$ cat src/rtl/load_store_unit_if.sv
// Bundle of the execute request, data-memory and register-file write signals
// that the load/store unit connects to.
interface load_store_unit_if;
    logic        req_valid;
    logic        req_ready;
    logic        req_we;
    logic [2:0]  req_funct3;
    logic [31:0] req_addr;
    logic [31:0] req_wdata;
    logic [4:0]  req_rd;

    logic        mem_valid;
    logic        mem_ready;
    logic [31:0] mem_addr;
    logic        mem_we;
    logic [3:0]  mem_be;
    logic [31:0] mem_wdata;
    logic        mem_rvalid;
    logic [31:0] mem_rdata;

    logic        we3;
    logic [4:0]  a3;
    logic [31:0] wd3;
    logic        fault;

    modport slave (
        input  req_valid, req_we, req_funct3, req_addr, req_wdata, req_rd,
        input  mem_ready, mem_rvalid, mem_rdata,
        output req_ready, mem_valid, mem_addr, mem_we, mem_be, mem_wdata,
        output we3, a3, wd3, fault
    );

    modport master (
        output req_valid, req_we, req_funct3, req_addr, req_wdata, req_rd,
        output mem_ready, mem_rvalid, mem_rdata,
        input  req_ready, mem_valid, mem_addr, mem_we, mem_be, mem_wdata,
        input  we3, a3, wd3, fault
    );
endinterface

$ cat src/rtl/load_store_unit.sv
// RV32I memory-access stage: one load/store in flight, lane steering for stores,
// alignment and sign/zero extension for loads, register-file write port.
//
// state  | meaning
// IDLE   | ready for a request from execute
// REQ    | memory request presented, waiting for mem_ready
// WAIT   | load issued, waiting for mem_rvalid
// WB     | one-cycle register-file write of the extended load data
// FLT    | one-cycle fault pulse for an illegal access
module load_store_unit (
    input  logic clk,
    input  logic rst_n,
    load_store_unit_if.slave bus
);
    localparam logic [2:0] S_IDLE = 3'd0;
    localparam logic [2:0] S_REQ  = 3'd1;
    localparam logic [2:0] S_WAIT = 3'd2;
    localparam logic [2:0] S_WB   = 3'd3;
    localparam logic [2:0] S_FLT  = 3'd4;

    logic [2:0]  state;
    logic        we_q;
    logic [2:0]  funct3_q;
    logic [1:0]  off_q;
    logic [4:0]  rd_q;

    logic        accept;
    logic        funct3_ok;
    logic        misaligned;
    logic        illegal;
    logic [3:0]  be_next;
    logic [31:0] wdata_next;
    logic [7:0]  byte_sel;
    logic [15:0] half_sel;
    logic [31:0] load_data;

    assign bus.req_ready = rst_n && (state == S_IDLE);
    assign accept        = bus.req_valid && bus.req_ready;

    always_comb begin
        funct3_ok = 1'b0;
        case (bus.req_funct3)
            3'b000, 3'b001, 3'b010: funct3_ok = 1'b1;
            3'b100, 3'b101:         funct3_ok = !bus.req_we;
            default:                funct3_ok = 1'b0;
        endcase
        misaligned = ((bus.req_funct3[1:0] == 2'b01) && bus.req_addr[0]) ||
                     ((bus.req_funct3[1:0] == 2'b10) && (bus.req_addr[1:0] != 2'b00));
        illegal = !funct3_ok || misaligned;
    end

    // Store lanes: data is replicated so the byte enables alone select the lane.
    always_comb begin
        be_next    = 4'b1111;
        wdata_next = bus.req_wdata;
        case (bus.req_funct3[1:0])
            2'b00: begin
                be_next    = 4'b0001 << bus.req_addr[1:0];
                wdata_next = {4{bus.req_wdata[7:0]}};
            end
            2'b01: begin
                be_next    = 4'b0011 << bus.req_addr[1:0];
                wdata_next = {2{bus.req_wdata[15:0]}};
            end
            default: begin
                be_next    = 4'b1111;
                wdata_next = bus.req_wdata;
            end
        endcase
    end

    always_comb begin
        byte_sel  = bus.mem_rdata[{off_q, 3'b000} +: 8];
        half_sel  = bus.mem_rdata[{off_q[1], 4'b0000} +: 16];
        load_data = bus.mem_rdata;
        case (funct3_q)
            3'b000:  load_data = {{24{byte_sel[7]}}, byte_sel};
            3'b001:  load_data = {{16{half_sel[15]}}, half_sel};
            3'b100:  load_data = {24'h0, byte_sel};
            3'b101:  load_data = {16'h0, half_sel};
            default: load_data = bus.mem_rdata;
        endcase
    end

    always_ff @(posedge clk) begin
        if (!rst_n) begin
            state         <= S_IDLE;
            we_q          <= 1'b0;
            funct3_q      <= 3'b000;
            off_q         <= 2'b00;
            rd_q          <= 5'd0;
            bus.mem_valid <= 1'b0;
            bus.mem_we    <= 1'b0;
            bus.mem_be    <= 4'b0000;
            bus.mem_addr  <= 32'h0;
            bus.mem_wdata <= 32'h0;
            bus.we3       <= 1'b0;
            bus.a3        <= 5'd0;
            bus.wd3       <= 32'h0;
            bus.fault     <= 1'b0;
        end else begin
            bus.we3   <= 1'b0;
            bus.fault <= 1'b0;
            case (state)
                S_IDLE: begin
                    if (accept) begin
                        we_q     <= bus.req_we;
                        funct3_q <= bus.req_funct3;
                        off_q    <= bus.req_addr[1:0];
                        rd_q     <= bus.req_rd;
                        if (illegal) begin
                            state     <= S_FLT;
                            bus.fault <= 1'b1;
                        end else begin
                            state         <= S_REQ;
                            bus.mem_valid <= 1'b1;
                            bus.mem_we    <= bus.req_we;
                            bus.mem_addr  <= {bus.req_addr[31:2], 2'b00};
                            bus.mem_be    <= bus.req_we ? be_next : 4'b1111;
                            bus.mem_wdata <= wdata_next;
                        end
                    end
                end
                S_REQ: begin
                    if (bus.mem_ready) begin
                        bus.mem_valid <= 1'b0;
                        state         <= we_q ? S_IDLE : S_WAIT;
                    end
                end
                S_WAIT: begin
                    if (bus.mem_rvalid) begin
                        state   <= S_WB;
                        bus.we3 <= (rd_q != 5'd0);
                        bus.a3  <= rd_q;
                        bus.wd3 <= load_data;
                    end
                end
                S_WB:    state <= S_IDLE;
                S_FLT:   state <= S_IDLE;
                default: state <= S_IDLE;
            endcase
        end
    end
endmodule
$ cat src/flat_wrapper.sv
// flat-port wrapper written by rule: the top's interface ports become plain ports
module load_store_unit_flat 
  (clk, rst_n, bus_req_valid, bus_req_we, bus_req_funct3, bus_req_addr, bus_req_wdata, bus_req_rd, bus_mem_ready, bus_mem_rvalid, bus_mem_rdata, bus_req_ready, bus_mem_valid, bus_mem_addr, bus_mem_we, bus_mem_be, bus_mem_wdata, bus_we3, bus_a3, bus_wd3, bus_fault);
  load_store_unit_if bus_i ();
  input  logic clk;
  input  logic rst_n;
  input wire logic [$bits(bus_i.req_valid)-1:0] bus_req_valid;
  input wire logic [$bits(bus_i.req_we)-1:0] bus_req_we;
  input wire logic [$bits(bus_i.req_funct3)-1:0] bus_req_funct3;
  input wire logic [$bits(bus_i.req_addr)-1:0] bus_req_addr;
  input wire logic [$bits(bus_i.req_wdata)-1:0] bus_req_wdata;
  input wire logic [$bits(bus_i.req_rd)-1:0] bus_req_rd;
  input wire logic [$bits(bus_i.mem_ready)-1:0] bus_mem_ready;
  input wire logic [$bits(bus_i.mem_rvalid)-1:0] bus_mem_rvalid;
  input wire logic [$bits(bus_i.mem_rdata)-1:0] bus_mem_rdata;
  output wire logic [$bits(bus_i.req_ready)-1:0] bus_req_ready;
  output wire logic [$bits(bus_i.mem_valid)-1:0] bus_mem_valid;
  output wire logic [$bits(bus_i.mem_addr)-1:0] bus_mem_addr;
  output wire logic [$bits(bus_i.mem_we)-1:0] bus_mem_we;
  output wire logic [$bits(bus_i.mem_be)-1:0] bus_mem_be;
  output wire logic [$bits(bus_i.mem_wdata)-1:0] bus_mem_wdata;
  output wire logic [$bits(bus_i.we3)-1:0] bus_we3;
  output wire logic [$bits(bus_i.a3)-1:0] bus_a3;
  output wire logic [$bits(bus_i.wd3)-1:0] bus_wd3;
  output wire logic [$bits(bus_i.fault)-1:0] bus_fault;
  assign bus_i.req_valid = bus_req_valid;
  assign bus_i.req_we = bus_req_we;
  assign bus_i.req_funct3 = bus_req_funct3;
  assign bus_i.req_addr = bus_req_addr;
  assign bus_i.req_wdata = bus_req_wdata;
  assign bus_i.req_rd = bus_req_rd;
  assign bus_i.mem_ready = bus_mem_ready;
  assign bus_i.mem_rvalid = bus_mem_rvalid;
  assign bus_i.mem_rdata = bus_mem_rdata;
  assign bus_req_ready = bus_i.req_ready;
  assign bus_mem_valid = bus_i.mem_valid;
  assign bus_mem_addr = bus_i.mem_addr;
  assign bus_mem_we = bus_i.mem_we;
  assign bus_mem_be = bus_i.mem_be;
  assign bus_mem_wdata = bus_i.mem_wdata;
  assign bus_we3 = bus_i.we3;
  assign bus_a3 = bus_i.a3;
  assign bus_wd3 = bus_i.wd3;
  assign bus_fault = bus_i.fault;
  load_store_unit u_core (.clk(clk), .rst_n(rst_n), .bus(bus_i));
endmodule
$ cat config.mk
export PLATFORM = sky130hd
export DESIGN_NAME = load_store_unit_flat
export DESIGN_NICKNAME = d
export VERILOG_FILES = /design/src/rtl/load_store_unit_if.sv /design/src/rtl/load_store_unit.sv /design/src/flat_wrapper.sv
export SDC_FILE = /design/constraint.sdc
export NUM_CORES = 1
export LEC_CHECK = 0
export CAP_MARGIN = 10
export CORE_MARGIN = 4
export CORE_UTILIZATION = 46
export CTS_BUF_LIST = sky130_fd_sc_hd__clkbuf_16
export DETAILED_ROUTE_END_ITERATION = 12
export PLACE_DENSITY_LB_ADDON = 0.08
export REMOVE_ABC_BUFFERS = 1
export SLEW_MARGIN = 20
export SYNTH_ARGS = -nofsm -noshare
export SYNTH_HDL_FRONTEND = slang
export SYNTH_SLANG_ARGS = --single-unit
$ cat constraint.sdc
create_clock -name clk -period 3.8 [get_ports clk]
set_input_delay 0.76 -clock clk [delete_from_list [all_inputs] [get_ports clk]]
set_output_delay 0.76 -clock clk [all_outputs]
set_load 0.005 [all_outputs]
==> qor.txt, run 1 <==
Die Area -> 13100 µm²
most common cell after layout, fill and taps aside -> clkdlybuf4s50_1
first-pass iteration count of the detailed router -> 5
async set or reset register ratio after synthesis -> 0%
Top FF cell, synth -> dfxtp_1
TritonCTS clock tree -> yes
Seq pwr share -> 38.7%
maximum number of pins on one net before global-route repair -> 74
routed vias/inst -> 5.39
Avg Inst Size Synth -> 8.09 µm²
hold path depth -> 2
final WL -> 16.1 mm
max incr delay on CP -> 0.61 ns
Initial Utilization -> 47.5%
WL per Instance -> 16.4 µm
Top Ports -> 220
Max Freq -> 351 MHz
CP Data Arrival Time -> 2.09 ns
clock sink count -> 121
initial drt markers -> 408
vias in the first global route -> 5229
Hold Fails Final Rpt -> 0
CP endpoint kind -> primary output
nets@finish -> 942
slowest stage cell, crit path -> or4b_1
antenna viol nets, final -> 0
Layout Cells excl Fill -> 984
fraction of layout cells with a size suffix above 1 -> 7.11%
Rel. slew slack -> 36.6%
most frequent cells in the layout -> clkdlybuf4s50_1 (216), nand2_1 (162), dfxtp_1 (121)
IO buf count -> 217
clk slew on worst S/H paths -> 0.05 ns
Final setup viols -> 0
hold buffers post-CTS -> 0
crit path launch type -> primary input
H-tree depth -> 4
first-pass GRT wire length -> 25.8 mm
Syn Inst Count -> 642
Hold Crit Class -> flop to flop
die width -> 114 µm
antenna cells -> 0
WP data required -> 3.04 ns
GRT Util Overall -> 24.7%
cts repair resizes -> 0
period utilisation layout -> 74.9%
clk buf depth -> 2
Clock power frac -> 48.6%
CTS root buffer -> clkbuf_16
post-CTS setup buffer count -> 0
Gate power share -> 12.7%
synth unique cells -> 43
TritonCTS Buffers -> 17
cell chain of the critical path -> buf_2 > or4b_1 > inv_1 > clkdlybuf4s50_1
unrepaired setup endpoints after global routing -> no
R2R cell count -> 3
Worst Path Max Fanout -> 6
Area growth syn-to-layout -> 54.4%
Worst-Skew Late Latency -> 0.41 ns
static leakage -> 2.98 nW
switching part of the total -> 22.7%
core area -> 10900 µm²
DR vias -> 5300
Yosys Warn Count -> 0
DP Wirelength -> 11.0 mm
FP Rows -> 38
Peak VDD IR -> 0.000246 V
sequential-to-total area share from yosys stat -> 46.6%
maxcap violations -> 0
Setup TNS Final -> 0 ns
DRC -> 0
internal power of the cells -> 2.73 mW
pwr dens -> 440 nW/µm²
routability cong. -> 0.845
GR Overflow Total -> 0
Worst Tran Pin Value -> 0.946 ns
Die Span Y -> 114 µm
initial antenna violation count -> 0
final slew viol count -> 0
Switch Pwr -> 801 µW
EDFF count, synth -> 0
Worst Clk Skew -> 0.00818 ns
Setup CP Type -> primary input to primary output
minimum clock period after layout -> 2.85 ns
Mapped Area -> 5200 µm²
Yosys reg bits -> 121
outcome -> finished, final reports clean
Placed Cells -> 953
## stage by stage
step	hold slack [ns]	setup slack (ns)	instance area (µm²)	utilization [%]	power, mW
detailed placement	0.444	0.569	7380	67.5	1.84
global route	0.472	0.896	8020	73.4	3.67
global placement	0.441	0.639	7380	67.5	1.83
CTS	0.453	0.955	8020	73.3	3.57
floorplan	0.445	0.801	4960	-	1.56
finish	0.450	0.952	8020	73.4	3.53
## worst max-delay path, delay by kind of cell
kind / cells / cell delay (ns)
simple gates: 1 / 0.61
buf+inv: 3 / 0.72
## power groups by stage
stage	Sequential [mW]	Clock [mW]	Combinational (mW)
after global routing	1.37	1.81	0.491
after floorplan	1.39	0	0.167
after global placement	1.39	0	0.436
after CTS	1.37	1.75	0.449
final	1.37	1.72	0.447
after detailed placement	1.39	0	0.444
## per-layer routing
layer	track usage [%]	share of wire, %	vias to the layer above
met3	10.4	9.8	23
met5	0	0	-
li1	-	-	2601
met2	40.7	49	202
met4	10.7	2.1	0
met1	28.0	39	2474
## area by class of cell
cell class,instances,area (µm²)
inverter,5,18.8
tap,140,175
timing repair buffer,226,2250
fill,863,2910
sequential,121,2420
multi-input combinational,461,2530
clock inverter,14,205
clock buffer,17,425
## worst paths after layout
kind,from,end,slack [ns]
worst min register to register,u_core.bus.mem_addr[18],u_core.bus.mem_addr[18],0.45
worst max-delay path,rst_n,bus_req_ready,0.95
worst min-delay path,u_core.bus.mem_addr[18],u_core.bus.mem_addr[18],0.45
worst max register to register,u_core.off_q[1],u_core.bus.wd3[12],1.15
## cell usage after synthesis (2+ instances only)
| library cell | instances | share of area, % |
|---|---|---|
| a2111oi_0 | 8 | 1.3 |
| a211oi_1 | 5 | 0.72 |
| a21oi_1 | 71 | 6.8 |
| a2bb2oi_1 | 7 | 1.2 |
| a311oi_1 | 4 | 0.67 |
| buf_1 | 8 | 0.58 |
| buf_2 | 11 | 1.1 |
| buf_4 | 2 | 0.29 |
| clkbuf_1 | 34 | 2.5 |
| dfxtp_1 | 121 | 47 |
| inv_1 | 4 | 0.29 |
| mux2_2 | 16 | 3.5 |
| mux2i_1 | 24 | 4.6 |
| nand2_1 | 162 | 12 |
| nand3_1 | 34 | 3.3 |
| nor2_1 | 29 | 2.1 |
| nor2b_1 | 3 | 0.36 |
| nor3_1 | 3 | 0.29 |
| nor3b_1 | 8 | 1.2 |
| nor4bb_1 | 7 | 1.3 |
| o21ai_0 | 59 | 5.7 |
## cell families (layout without fill, tap and decap cells)
kind of cell / Yosys count / count (layout) / synth area share, %
DFF: 121 / 121 / 46.6
AOI/OAI and AO/OA: 167 / 167 / 18.8
buffers and inverters: 61 / 262 / 4.96
and+or+nand+nor: 251 / 251 / 21.0
other: 1 / 2 / 0.0722
muxes: 41 / 41 / 8.52
## state kept, by name, indices dropped and copies added (netlist names), 2 cells and up
register,count
u_core.bus.mem_wdata,32
u_core.bus.mem_addr,30
u_core.rd_q,5
u_core.bus.wd3,32
u_core.bus.a3,5
u_core.funct3_q,3
u_core.bus.mem_be,4
u_core.off_q,2
u_core.state,3
Power figures use the tool's default switching activity.
==> run 2: changes to the inputs <==
--- a/config.mk
+++ b/config.mk
@@ -7,7 +7,7 @@
 export LEC_CHECK = 0
 export CAP_MARGIN = 10
 export CORE_MARGIN = 4
-export CORE_UTILIZATION = 46
+export CORE_UTILIZATION = 39
 export CTS_BUF_LIST = sky130_fd_sc_hd__clkbuf_16
 export DETAILED_ROUTE_END_ITERATION = 12
 export PLACE_DENSITY_LB_ADDON = 0.08
==> constraint.sdc (replaced) <==
create_clock -name clk -period 2.6 [get_ports clk]
set_input_delay 0.52 -clock clk [delete_from_list [all_inputs] [get_ports clk]]
set_output_delay 0.52 -clock clk [all_outputs]
set_load 0.005 [all_outputs]
==> qor.txt, run 2 (synthesized netlist as in run 1, its figures left out) <==
routed vias/inst -> 5.15
Worst Slack Setup Final -> 0.149 ns
Worst Tran Pin Value -> 0.777 ns
Setup CP Type -> flop to primary output
Final setup viols -> 0
Power Total -> 4.84 mW
TritonCTS clock tree -> yes
IO buf count -> 217
largest registers -> u_core.bus.mem_wdata (32), u_core.bus.wd3 (32), u_core.bus.mem_addr (30)
post-CTS setup buffer count -> 0
Die Area -> 15200 µm²
clock sink count -> 121
die width -> 123 µm
clk slew on worst S/H paths -> 0.05 ns
initial antenna violation count -> 0
TritonCTS Buffers -> 17
initial drt markers -> 305
nets@finish -> 958
Worst-Skew Late Latency -> 0.42 ns
Max Freq -> 408 MHz
outcome -> finished, final reports clean
Place WS -> 0.0892 ns
Rel. slew slack -> 48.1%
FP Rows -> 41
period utilisation layout -> 94.3%
first-pass iteration count of the detailed router -> 5
CP endpoint kind -> primary output
Cell Area, Placed -> 7570 µm²
minimum clock period after layout -> 2.45 ns
DRC -> 0
final instance area -> 8110 µm²
final WL -> 16.8 mm
routability cong. -> 0.806
number of fill cells -> 1147
pwr dens -> 597 nW/µm²
final hold slack -> 0.451 ns
fraction of layout cells with a size suffix above 1 -> 8.49%
most frequent cells in the layout -> clkdlybuf4s50_1 (216), nand2_1 (162), dfxtp_1 (121)
GRT Util Overall -> 21.9%
Worst Clk Skew -> 0.0171 ns
Peak VDD IR -> 0.000395 V
clk buf depth -> 2
Hold Fails Final Rpt -> 0
Area growth syn-to-layout -> 56.1%
Seq. cell area -> 2420 µm²
H-tree depth -> 4
core area -> 12800 µm²
WL per Instance -> 16.3 µm
GR Overflow Total -> 0
crit path launch type -> flop
cts repair resizes -> 0
Worst Path Max Fanout -> 6
final slew viol count -> 0
Hold Crit Class -> flop to flop
static leakage -> 3.04 nW
maximum number of pins on one net before global-route repair -> 71
WP data required -> 2.08 ns
Setup TNS Final -> 0 ns
antenna cells -> 0
most common cell after layout, fill and taps aside -> clkdlybuf4s50_1
area of the multi-input gates -> 2520 µm²
vias in the first global route -> 5105
Die Span Y -> 123 µm
DP Wirelength -> 11.7 mm
antenna viol nets, final -> 0
CTS root buffer -> clkbuf_16
Initial Utilization -> 40.5%
maxcap violations -> 0
unrepaired setup endpoints after global routing -> no
first-pass GRT wire length -> 26.0 mm
CP Data Arrival Time -> 1.93 ns
DR vias -> 5311
Top Ports -> 220
hold buffers post-CTS -> 0
-- run 2: changes by cell type in the layout (fill, tap and decap cells not counted), moves of 2 or more --
| cell | delta |
|---|---|
| buf_4 | +14 |
| bufinv_16 | -3 |
| buf_12 | +2 |
| clkinv_1 | +2 |
| clkinv_2 | +2 |
| clkinv_4 | -2 |
-- run 2: final timing paths --
kind	from	endpoint	slack, ns	depth (start not counted)
worst max register to register	u_core.off_q[1]	u_core.bus.wd3[7]	0.57	5
worst max-delay path	u_core.state[0]	bus_req_ready	0.15	3
worst min-delay path	u_core.bus.mem_wdata[25]	u_core.bus.mem_wdata[25]	0.45	2
worst min register to register	u_core.bus.mem_wdata[25]	u_core.bus.mem_wdata[25]	0.45	2
-- run 2: per-stage QoR --
step | std cells | util (%)
floorplan | 587 | -
finish | 1032 | 63.2
global route | 1032 | 63.2
detailed placement | 1001 | 59.0
CTS | 1032 | 63.2
global placement | 1001 | 59.0
-- run 2: worst max-delay path: stages (launching register included) --
cell             delay, ns
dfxtp_1               0.36
or4b_1                0.57
inv_1                 0.09
clkdlybuf4s50_1       0.50
-- run 2: layer usage --
| metal | share of wire [%] | vias up | global-route usage, % |
|---|---|---|---|
| met5 | 0 | - | 0 |
| met4 | 1.2 | 0 | 7.68 |
| li1 | - | 2633 | - |
| met3 | 10 | 18 | 9.42 |
| met1 | 40 | 2465 | 25.1 |
| met2 | 48 | 195 | 36.5 |
-- run 2: area by class of cell --
| class | instances | area share [%] |
|---|---|---|
| repair buffers | 242 | 29.5 |
| inverters | 5 | 0.231 |
| multi-input cells | 461 | 31.1 |
| clock inverters | 14 | 1.42 |
| clock buffers | 17 | 5.25 |
| flip-flops and latches | 121 | 29.9 |
| well taps | 172 | 2.65 |
-- run 2: power by group --
| part | internal [mW] | switching [mW] |
|---|---|---|
| Clock | 1.37 | 0.795 |
| Sequential | 1.93 | 0.0583 |
| Combinational | 0.394 | 0.295 |
==> run 3: changes to the inputs <==
--- a/config.mk
+++ b/config.mk
@@ -7,7 +7,7 @@
 export LEC_CHECK = 0
 export CAP_MARGIN = 10
 export CORE_MARGIN = 4
-export CORE_UTILIZATION = 39
+export CORE_UTILIZATION = 43
 export CTS_BUF_LIST = sky130_fd_sc_hd__clkbuf_16
 export DETAILED_ROUTE_END_ITERATION = 12
 export PLACE_DENSITY_LB_ADDON = 0.08
==> constraint.sdc (replaced) <==
create_clock -name clk -period 2.76 [get_ports clk]
set_input_delay 0.552 -clock clk [delete_from_list [all_inputs] [get_ports clk]]
set_output_delay 0.552 -clock clk [all_outputs]
set_load 0.005 [all_outputs]
==> qor.txt, run 3 (synthesized netlist as in run 1, its figures left out) <==
outcome -> finished, final reports clean
WP data required -> 2.21 ns
Die Span Y -> 118 µm
GR Overflow Total -> 0
IO buf count -> 217
Clock power frac -> 50.6%
Switch Pwr -> 1.13 mW
initial drt markers -> 431
maximum number of pins on one net before global-route repair -> 71
most common cell after layout, fill and taps aside -> clkdlybuf4s50_1
Worst Tran Pin Value -> 0.753 ns
crit path launch type -> flop
DR vias -> 5385
TritonCTS clock tree -> yes
vias in the first global route -> 5572
Peak VDD IR -> 0.000452 V
Worst-Skew Late Latency -> 0.41 ns
Placed Cells -> 967
Max Freq -> 408 MHz
CTS root buffer -> clkbuf_16
clk slew on worst S/H paths -> 0.06 ns
initial antenna violation count -> 0
period utilisation layout -> 88.9%
Hold Fails Final Rpt -> 0
pwr dens -> 623 nW/µm²
Cell Area, Placed -> 7470 µm²
DP Wirelength -> 11.6 mm
hold buffers post-CTS -> 0
routability cong. -> 0.818
Final setup viols -> 0
CP endpoint kind -> primary output
final instance area -> 8150 µm²
TritonCTS Buffers -> 17
hold path depth -> 2
H-tree depth -> 4
FP Rows -> 39
fraction of layout cells with a size suffix above 1 -> 8.41%
static leakage -> 3.06 nW
antenna viol nets, final -> 0
final WL -> 17.0 mm
WL per Instance -> 17.0 µm
routed vias/inst -> 5.39
clk buf depth -> 2
R2R cell count -> 6
core area -> 11600 µm²
Seq pwr share -> 36.7%
most frequent cells in the layout -> clkdlybuf4s50_1 (216), nand2_1 (162), dfxtp_1 (121)
antenna cells -> 0
first-pass iteration count of the detailed router -> 5
nets@finish -> 953
largest registers -> u_core.bus.mem_wdata (32), u_core.bus.wd3 (32), u_core.bus.mem_addr (30)
cts repair resizes -> 0
post-CTS setup buffer count -> 0
Gate power share -> 12.7%
first-pass GRT wire length -> 27.7 mm
Worst Clk Skew -> 0.00417 ns
switching part of the total -> 22.2%
Rel. slew slack -> 49.7%
Area growth syn-to-layout -> 56.9%
unrepaired setup endpoints after global routing -> no
Setup CP Type -> flop to primary output
Hold Crit Class -> flop to flop
DRC -> 0
minimum clock period after layout -> 2.45 ns
die width -> 118 µm
Worst Path Max Fanout -> 6
GRT Util Overall -> 24.5%
clock sink count -> 121
maxcap violations -> 0
Layout Cells excl Fill -> 999
final slew viol count -> 0
CP Data Arrival Time -> 1.90 ns
Die Area -> 13900 µm²
Initial Utilization -> 44.7%
Power Total -> 5.08 mW
Top Ports -> 220
internal power of the cells -> 3.95 mW
## run 3: changes by cell type in the layout (fill, tap and decap cells not counted), sizes merged
cell / previous run / this run
buf: 26 / 21
bufinv: 2 / 7
clkinv: 10 / 5
clkinvlp: 1 / 3
inv: 6 / 5
## run 3: power by group through the flow
stage          Clock [mW]  Combinational [mW]  Sequential, mW
3_5_place_dp            0               0.644            1.90
2_1_floorplan           0               0.230            1.91
4_1_cts              2.60               0.650            1.87
5_1_grt              2.68               0.706            1.87
3_3_place_gp            0               0.634            1.90
6_report             2.57               0.648            1.87
## run 3: routing by layer
metal,share of wire (%),track usage [%],vias up
li1,-,-,2624
met1,39,26.0,2514
met2,48,41.8,219
met3,10,11.9,28
met4,2.0,9.82,0
met5,0,0,-
## run 3: path summary, 6_finish.rpt
kind | from | endpoint | slack, ns
max | u_core.state[0] | bus_req_ready | 0.31
max reg2reg | u_core.state[0] | u_core.bus.mem_wdata[9] | 0.68
min | u_core.bus.mem_addr[19] | u_core.bus.mem_addr[19] | 0.45
min reg2reg | u_core.bus.mem_addr[19] | u_core.bus.mem_addr[19] | 0.45
## run 3: cell type report
cell class	instances	area (µm²)
multi-input combinational	461	2520
timing repair buffer	237	2330
inverter	5	18.8
sequential	121	2420
fill	948	3460
clock buffer	17	425
clock inverter	15	255
tap	143	179
## run 3: per-stage QoR
step	setup slack, ns	util [%]	hold WS (ns)	TNS [ns]
2_1_floorplan	-0.0308	-	0.445	-0.123
3_3_place_gp	0.233	64.3	0.441	0
3_5_place_dp	0.144	64.3	0.447	0
4_1_cts	0.271	70.2	0.455	0
5_1_grt	0.221	70.2	0.477	0
6_report	0.307	70.2	0.452	0
## run 3: critical path, stage by stage (launching register included)
cell and delay (ns):
dfxtp_1 0.36, or4b_1 0.57, inv_1 0.07, clkdlybuf4s50_1 0.49
